===== src/rtl/bcd_updown_counter_if.sv =====
// Control and status bundle for bcd_updown_counter. The master drives the step and load
// controls, and the slave (the counter) returns the registered count and terminal-count pulse.
interface bcd_updown_counter_if #(
  parameter int N = 16
);
  logic         enable;
  logic         up;
  logic         load;
  logic [N-1:0] load_value;
  logic         bcd_mode;
  logic [N-1:0] modulo;
  logic [N-1:0] count;
  logic         tc;

  modport master (
    output enable, up, load, load_value, bcd_mode, modulo,
    input  count, tc
  );

  modport slave (
    input  enable, up, load, load_value, bcd_mode, modulo,
    output count, tc
  );
endinterface


===== src/rtl/bcd_updown_counter.sv =====
// Up/down counter with binary modulus or runtime BCD mode, synchronous load and registered tc.
// One step per enabled edge. Load beats step. Count and tc update on the edge that samples them.
module bcd_updown_counter #(
  parameter int N = 16
) (
  input  logic                clk,
  input  logic                reset,
  bcd_updown_counter_if.slave bus
);
  localparam int           D    = N / 4;
  localparam logic [N-1:0] ONE  = N'(1);
  localparam logic [N-1:0] ALL1 = {N{1'b1}};

  typedef struct packed {
    logic [N-1:0] val;
    logic         wrap;
  } step_t;

  logic [N-1:0] count_q, count_d;
  logic         tc_q, tc_d;

  function automatic logic [N-1:0] bcd_clamp(input logic [N-1:0] v);
    logic [N-1:0] r;
    r = v;
    for (int k = 0; k < D; k++) begin
      if (v[4*k +: 4] > 4'd9) r[4*k +: 4] = 4'd9;
    end
    return r;
  endfunction

  // v must already be clamped. The carry or borrow surviving past the top digit is the wrap.
  function automatic step_t bcd_step(input logic [N-1:0] v, input logic up);
    step_t r;
    logic  cy;
    r.val = v;
    cy    = 1'b1;
    for (int k = 0; k < D; k++) begin
      if (cy) begin
        if (up) begin
          if (v[4*k +: 4] == 4'd9) begin
            r.val[4*k +: 4] = 4'd0;
          end else begin
            r.val[4*k +: 4] = v[4*k +: 4] + 4'd1;
            cy              = 1'b0;
          end
        end else begin
          if (v[4*k +: 4] == 4'd0) begin
            r.val[4*k +: 4] = 4'd9;
          end else begin
            r.val[4*k +: 4] = v[4*k +: 4] - 4'd1;
            cy              = 1'b0;
          end
        end
      end
    end
    r.wrap = cy;
    return r;
  endfunction

  // m == 0 selects the full 2^N range. A count stranded at or above a lowered modulus
  // re-enters the range: upward as a wrap to 0, downward to the top without a wrap.
  function automatic step_t bin_step(input logic [N-1:0] v, input logic [N-1:0] m,
                                     input logic up);
    step_t        r;
    logic         full;
    logic [N-1:0] top;
    full   = (m == '0);
    top    = full ? ALL1 : m - ONE;
    r.val  = v;
    r.wrap = 1'b0;
    if (!full && v >= m) begin
      r.val  = up ? '0 : top;
      r.wrap = up;
    end else if (up) begin
      if (v == top) begin
        r.val  = '0;
        r.wrap = 1'b1;
      end else begin
        r.val = v + ONE;
      end
    end else begin
      if (v == '0) begin
        r.val  = top;
        r.wrap = 1'b1;
      end else begin
        r.val = v - ONE;
      end
    end
    return r;
  endfunction

  function automatic logic [N-1:0] load_fix(input logic [N-1:0] lv, input logic [N-1:0] m,
                                            input logic bcd);
    logic [N-1:0] r;
    if (bcd) begin
      r = bcd_clamp(lv);
    end else if (m != '0 && lv >= m) begin
      r = m - ONE;
    end else begin
      r = lv;
    end
    return r;
  endfunction

  step_t step;

  always_comb begin
    step = bus.bcd_mode ? bcd_step(bcd_clamp(count_q), bus.up)
                        : bin_step(count_q, bus.modulo, bus.up);
  end

  always_comb begin
    count_d = count_q;
    tc_d    = 1'b0;
    if (bus.load) begin
      count_d = load_fix(bus.load_value, bus.modulo, bus.bcd_mode);
    end else if (bus.enable) begin
      count_d = step.val;
      tc_d    = step.wrap;
    end
  end

  always_ff @(posedge clk or posedge reset) begin
    if (reset) begin
      count_q <= '0;
      tc_q    <= 1'b0;
    end else begin
      count_q <= count_d;
      tc_q    <= tc_d;
    end
  end

  assign bus.count = count_q;
  assign bus.tc    = tc_q;
endmodule


===== src/flat_wrapper.sv =====
// flat-port wrapper written by rule: the top's interface ports become plain ports
module bcd_updown_counter_flat 
#(
  parameter int N = 16
)
  (clk, reset, bus_enable, bus_up, bus_load, bus_load_value, bus_bcd_mode, bus_modulo, bus_count, bus_tc);
  bcd_updown_counter_if #(.N(N)) bus_i ();
  input  logic clk;
  input  logic reset;
  input wire logic [$bits(bus_i.enable)-1:0] bus_enable;
  input wire logic [$bits(bus_i.up)-1:0] bus_up;
  input wire logic [$bits(bus_i.load)-1:0] bus_load;
  input wire logic [$bits(bus_i.load_value)-1:0] bus_load_value;
  input wire logic [$bits(bus_i.bcd_mode)-1:0] bus_bcd_mode;
  input wire logic [$bits(bus_i.modulo)-1:0] bus_modulo;
  output wire logic [$bits(bus_i.count)-1:0] bus_count;
  output wire logic [$bits(bus_i.tc)-1:0] bus_tc;
  assign bus_i.enable = bus_enable;
  assign bus_i.up = bus_up;
  assign bus_i.load = bus_load;
  assign bus_i.load_value = bus_load_value;
  assign bus_i.bcd_mode = bus_bcd_mode;
  assign bus_i.modulo = bus_modulo;
  assign bus_count = bus_i.count;
  assign bus_tc = bus_i.tc;
  bcd_updown_counter #(.N(N)) u_core (.clk(clk), .reset(reset), .bus(bus_i));
endmodule

===== config.mk =====
export PLATFORM = sky130hd
export DESIGN_NAME = bcd_updown_counter_flat
export DESIGN_NICKNAME = d
export VERILOG_FILES = /design/src/rtl/bcd_updown_counter_if.sv /design/src/rtl/bcd_updown_counter.sv /design/src/flat_wrapper.sv
export SDC_FILE = /design/constraint.sdc
export NUM_CORES = 1
export LEC_CHECK = 0
export CORE_MARGIN = 2
export CORE_UTILIZATION = 35
export DETAILED_ROUTE_END_ITERATION = 12
export DONT_BUFFER_PORTS = 1
export PLACE_DENSITY = 0.52
export SETUP_SLACK_MARGIN = 0.3
export SLEW_MARGIN = 5
export SYNTH_ARGS = -nofsm -noshare
export SYNTH_HDL_FRONTEND = slang
export SYNTH_SLANG_ARGS = --single-unit

===== constraint.sdc =====
create_clock -name clk -period 3.2 [get_ports clk]
set_input_delay 0.48 -clock clk [delete_from_list [all_inputs] [get_ports clk]]
set_output_delay 0.48 -clock clk [all_outputs]
set_load 0.01 [all_outputs]

== Yosys cells after proc, flatten, opt, wreduce, memory -nomap -nowiden ==
Cells that the tools add are included.

* Flip-flop bits (word level): 17
* Logic and storage cells: 92

* $add $sub $neg: 11
* Magnitude comparators: 10
* Equality and inequality tests: 5
* Mux-type cells: 53
* Reductions and logical operators: 11

{| class="wikitable"
|+ Operators with widths
! operator !! count
|-
| 16-bit 2-to-1 mux || 8
|-
| 4-bit 2-to-1 mux || 23
|-
| 17-bit 2-to-1 mux || 3
|-
| 16-bit greater-or-equal comparator || 2
|-
| 4-bit > comparator (second input constant) || 8
|-
| 16-bit zero test || 2
|-
| 16-bit by 1-bit subtractor with 16-bit output (second input constant) || 2
|-
| 1-bit 2-to-1 mux || 19
|-
| 16-bit by 1-bit adder with 16-bit output (second input constant) || 1
|-
| 4-bit by 1-bit adder with 4-bit output (second input constant) || 4
|-
| 16-bit equality test || 1
|-
| 4-bit equality test (second input constant) || 4
|-
| 4-bit zero test || 4
|-
| 16-bit nonzero test || 1
|-
| 4-bit by 1-bit subtractor with 4-bit output (second input constant) || 4
|-
| 1-bit logical AND || 2
|-
| 2-bit nonzero test || 1
|-
| 1-bit zero test || 1
|}

== Longest topological paths before layout ==
* Word-level depth: 11
* Depth in mapped cells: 14
* Depth with buffers taken out: 11

== Least setup slack after synthesis ==
No wires, ideal clock.

* Kind: input-to-reg
* Start: in bus_modulo[1]
* End: reg u_core.count_q[14] (netlist: u_core.bus.count[14])
* Setup time: 0.119 ns
* Data arrival time: 2.908 ns
* Required time: 3.081 ns
* Path slack: 0.173 ns
* Stages on the path: 12
* Path through: inv_1 ha_1 nor3b_2 nand4_1 xnor2_1 a2111oi_0 a311o_1 o2111ai_2 o21ai_4 buf_6 o211ai_2 a21bo_1

* Cells in the longest elaborated chain, start to end: 9
* Elaborated cells between the ends (all ways): 20
* Classes of those cells: add/sub: 1; order compare: 2; eq/ne: 1; mux: 11; reduce/logical: 5

{| class="wikitable"
|+ RTL lines
! element !! line !! source
|-
| start: declaration || flat_wrapper.sv:15 || <nowiki>input wire logic [$bits(bus_i.modulo)-1:0] bus_modulo;</nowiki>
|-
| 16-bit by 1-bit subtractor with 16-bit output or 16-bit zero test (tied branches) || bcd_updown_counter.sv:68, bcd_updown_counter.sv:98, bcd_updown_counter.sv:67 ||
|-
| 16-bit 2-to-1 mux || bcd_updown_counter.sv:68 || <nowiki>top = full ? ALL1 : m - ONE;</nowiki>
|-
| 16-bit equality test || bcd_updown_counter.sv:75 || <nowiki>if (v == top) begin</nowiki>
|-
| 16-bit 2-to-1 mux || bcd_updown_counter.sv:75 ||
|-
| 17-bit 2-to-1 mux || bcd_updown_counter.sv:74 || <nowiki>end else if (up) begin</nowiki>
|-
| 17-bit 2-to-1 mux || bcd_updown_counter.sv:71 || <nowiki>if (!full && v >= m) begin</nowiki>
|-
| 17-bit 2-to-1 mux || bcd_updown_counter.sv:108 || <nowiki>step = bus.bcd_mode ? bcd_step(bcd_clamp(count_q), bus.up)</nowiki>
|-
| 16-bit 2-to-1 mux || bcd_updown_counter.sv:117 || <nowiki>end else if (bus.enable) begin</nowiki>
|-
| 16-bit 2-to-1 mux * || bcd_updown_counter.sv:115 || <nowiki>if (bus.load) begin</nowiki>
|-
| end signal: assignment || bcd_updown_counter.sv:128 || <nowiki>count_q <= count_d;</nowiki>
|-
| end: declaration || bcd_updown_counter.sv:19 || <nowiki>logic [N-1:0] count_q, count_d;</nowiki>
|}

Mark *: on every way between the ends. The rest lies on a longest branch, timed or not. The select of a mux whose other input is x is not followed.
A chain may end at the register's enable or synchronous reset.

== Final worst setup path ==
* Start: in bus_modulo[0]
* End: reg u_core.count_q[1] (netlist: u_core.bus.count[1])

Same word-level chain as after synthesis.

==> metrics.csv <==
metric,value,unit
first-pass GRT wire length,28650,um
"most used cell, CP",or4_4,
Critical Path Start Type,input port,
Crit Path Category,in -> reg,
CTS buffer count,3,
Post-synth EDFFs,0,
adder-cell share of the synthesized area,0.1043,
clock skew,0.007199,ns
Final Cycle Share,0.8892,
post-DR vias/cell,6.431,
post-synthesis sequential area ratio,0.09330,
Synth async-reset ratio,1.000,
Max Slew Vio Count,0,
worst-path cell chain,or4_4 > o31a_1 > or4_4 > a21oi_2 > o2111ai_2 > o211ai_1 > a31oi_1 > a221o_1,
Synth Area in XOR/XNOR,0.1021,
Tightest Pin Transition,0.8274,ns
status,finished clean,
gpl congestion,0.9295,
clk sinks,17,
simple-gate share of the synthesized area,0.2610,
Post-Syn Area per Cell,6.919,um2
Die Y,118.1,um
I/O pin cnt,55,
Buffers on Ports,0,
Placed Instance Area,5014,um2
Synth Area in Compound Gates,0.3326,
total wire length,18580,um
hold crit path type,in -> async,
antenna-violating nets left,0,
average wire per standard cell,21.93,um
Clock Tree Root,clkbuf_16,
Syn Inst Count,659,
Area Overhead vs Synth,15.83,%
clock share of power,0.144,
cell count after placement,837,
DR vias,5447,
H-tree levels,1,
crit path DAT,2.99,ns
number of global-route vias before repair,5104,
crit-path max cell delay,0.56,ns
Gate power share,0.690,
1st-iter DRT viols,485,
Crit path max-delay family,compound AO/OA/AOI/OAI gates,
synth top area cells,"ha_1 (10%), dfrtp_1 (9.3%), xnor2_1 (6.1%), o21ai_0 (5.6%), nand2_1 (5.1%)",
fillers,1347,
fin area,5281,um2
largest family of logic cells by synthesized area,compound AO/OA/AOI/OAI gates,
Synth cell types,78,
sw frac,0.4932,
CP endpoint kind,flop,
initial antenna violation count,0,
Final WS setup,0.3545,ns
"non-filler cells, final",847,
largest net degree at the start of global routing,48,
Placeable Area,12670,um2
Peak VDD IR,0.1899,mV
Row Count,41,
max-cap violations,0,
Final setup violation count,0,
Synth top area share,0.1043,
sequential share of power,0.166,
Initial Util,0.3598,
gr usage total,0.2562,
Worst-path clk slew,0.06,ns
Synth warnings,0,
final setup TNS,0,ns
CP max-delay cell,or4_4,
Sequential Area,426.7,um2
router iterations before antenna repair,5,
CTS max path bufs,2,
Synth Cell Area,4559,um2
hold buffer count at cts,0,
Multi-input gate area,3933,um2
layout cell share with drive strength beyond 1,0.1644,
cell taking the most area after synthesis,ha_1,
worst endpoint required time,3.34,ns
drc violations,0,
Pint,0.9654,mW
Max-Slew Margin vs Limit,0.4478,
Switch Pwr,0.9397,mW
Final HPWL DP,14210,um
post-layout net count,752,
Die Area,13960,um2
Final Hold Viols,0,
TritonCTS clock tree,done,
CP Buf/Inv Count,0,
Mapped Nets,735,
RSZ-0062 raised after global routing,yes,
fin util,0.4168,
dominant synthesized flop cell,dfrtp_1,
Pleak,2.049,nW
mux contribution to synthesized area,0.02881,
fmax,0.3514,GHz
"Max FO, Critical Path",10,
Power Dens Cells,360.7,nW/um2
die width,118.1,um
"worst slack, placed",-0.02024,ns
n_diodes,0,
post-synthesis register bit count,17,
min cycle time layout,2.846,ns
later-pin clock latency in the skew report,0.26,ns
grt ovf,0,
sequential cells by signal (all words and copies together), names as in the netlist:
signal and flops:
u_core.bus.count 16, u_core.bus.tc 1
worst paths after layout:
| path | cells past startpoint | start | slack (ns) | endpoint |
|---|---|---|---|---|
| max in group asynchronous | 1 | reset | 2.37 | u_core.bus.count[9]$_DFFE_PP0P_ |
| max reg2reg | 10 | u_core.bus.count[11]$_DFFE_PP0P_ | 0.43 | u_core.bus.count[7]$_DFFE_PP0P_ |
| min reg2reg | 2 | u_core.bus.count[14]$_DFFE_PP0P_ | 0.80 | u_core.bus.count[14]$_DFFE_PP0P_ |
| min | 1 | reset | 0.27 | u_core.bus.tc$_DFF_PP0_ |
| max | 8 | bus_modulo[0] | 0.35 | u_core.bus.count[1]$_DFFE_PP0P_ |
| min in group clk | 2 | bus_bcd_mode | 0.36 | u_core.bus.tc$_DFF_PP0_ |
cells in the mapped netlist, types with 8 or more instances:
library cell and count:
ha_1 38, mux2i_1 12, inv_1 29, or3_1 8, a31oi_1 17, o211ai_1 12, xor2_1 16, nand3b_1 9
nor4_1 9, nand3_1 25, nor2_1 48, o21ai_0 51, xnor2_1 32, clkbuf_1 38, a211oi_1 8, o21a_1 9
o31ai_1 8, a21oi_1 44, nor3_1 32, dfrtp_1 17, nand2_1 62
power by group through the flow:
stage | logic (mW) | registers (mW) | clock network (mW)
5_1_grt | 1.43 | 0.320 | 0.275
6_report | 1.31 | 0.317 | 0.274
2_1_floorplan | 0.862 | 0.308 | 0
4_1_cts | 1.24 | 0.312 | 0.267
3_3_place_gp | 1.20 | 0.316 | 0
3_5_place_dp | 1.22 | 0.315 | 0
worst reg2reg max path: stages, from the launching register on:
cell,delay [ns]
dfrtp_1,0.44
ha_1,0.36
nand2_1,0.10
o21ai_2,0.09
a2111oi_2,0.34
buf_4,0.18
o211ai_1,0.13
a31oi_2,0.28
o21ai_4,0.15
o311ai_0,0.42
o311a_1,0.23
per-stage QoR:
step	hold WS [ns]	power [mW]
final	0.2668	1.905
after global routing	0.3218	2.029
after CTS	0.2880	1.819
after detailed placement	0.5610	1.531
after global placement	0.5407	1.516
after floorplan	0.4061	1.170
what timing repair did:
| item | 4_1_cts | 5_1_grt |
|---|---|---|
| buffers inserted | 1 | 5 |
| gates resized for setup | 7 | 27 |
| endpoints found under the setup margin | 14 | 17 |
| pin swaps | 2 | 7 |
layout by cell type (no fill, tap or decap), types with 9 or more instances in the layout:
cell type and n:
mux2i_1 12, xor2_1 16, nand2_1 61, nor2_1 44, inv_1 27, nand3b_1 9, a31oi_1 16, a21oi_1 41
o211ai_1 12, buf_4 64, o21ai_0 48, ha_1 36, o21a_1 9, nor4_1 9, xnor2_1 30, nand3_1 25
dfrtp_1 16, nor3_1 31
area by class of cell:
cell class	instances	area share
Multi-Input combinational cell	557	0.7446
Sequential cell	17	0.08079
Timing Repair Buffer	66	0.09690
Clock buffer	4	0.01493
Tap cell	172	0.04075
Inverter	31	0.02203
per-layer routing:
| metal | global-route usage | up-vias | share of wire |
|---|---|---|---|
| met4 | 0.07003 | 0 | 0.023 |
| met3 | 0.04488 | 39 | 0.082 |
| met2 | 0.4032 | 256 | 0.45 |
| met1 | 0.3588 | 2649 | 0.44 |
| li1 | - | 2503 | - |
| met5 | 0 | - | 0 |
cell families after synthesis:
kind of cell | count (synthesis)
flops | 17
compound gates | 221
buf+inv | 85
fa+ha+maj | 38
xor+xnor | 50
mux | 13
simple gates | 235
No activity file was read; power rests on OpenSTA's default activity.
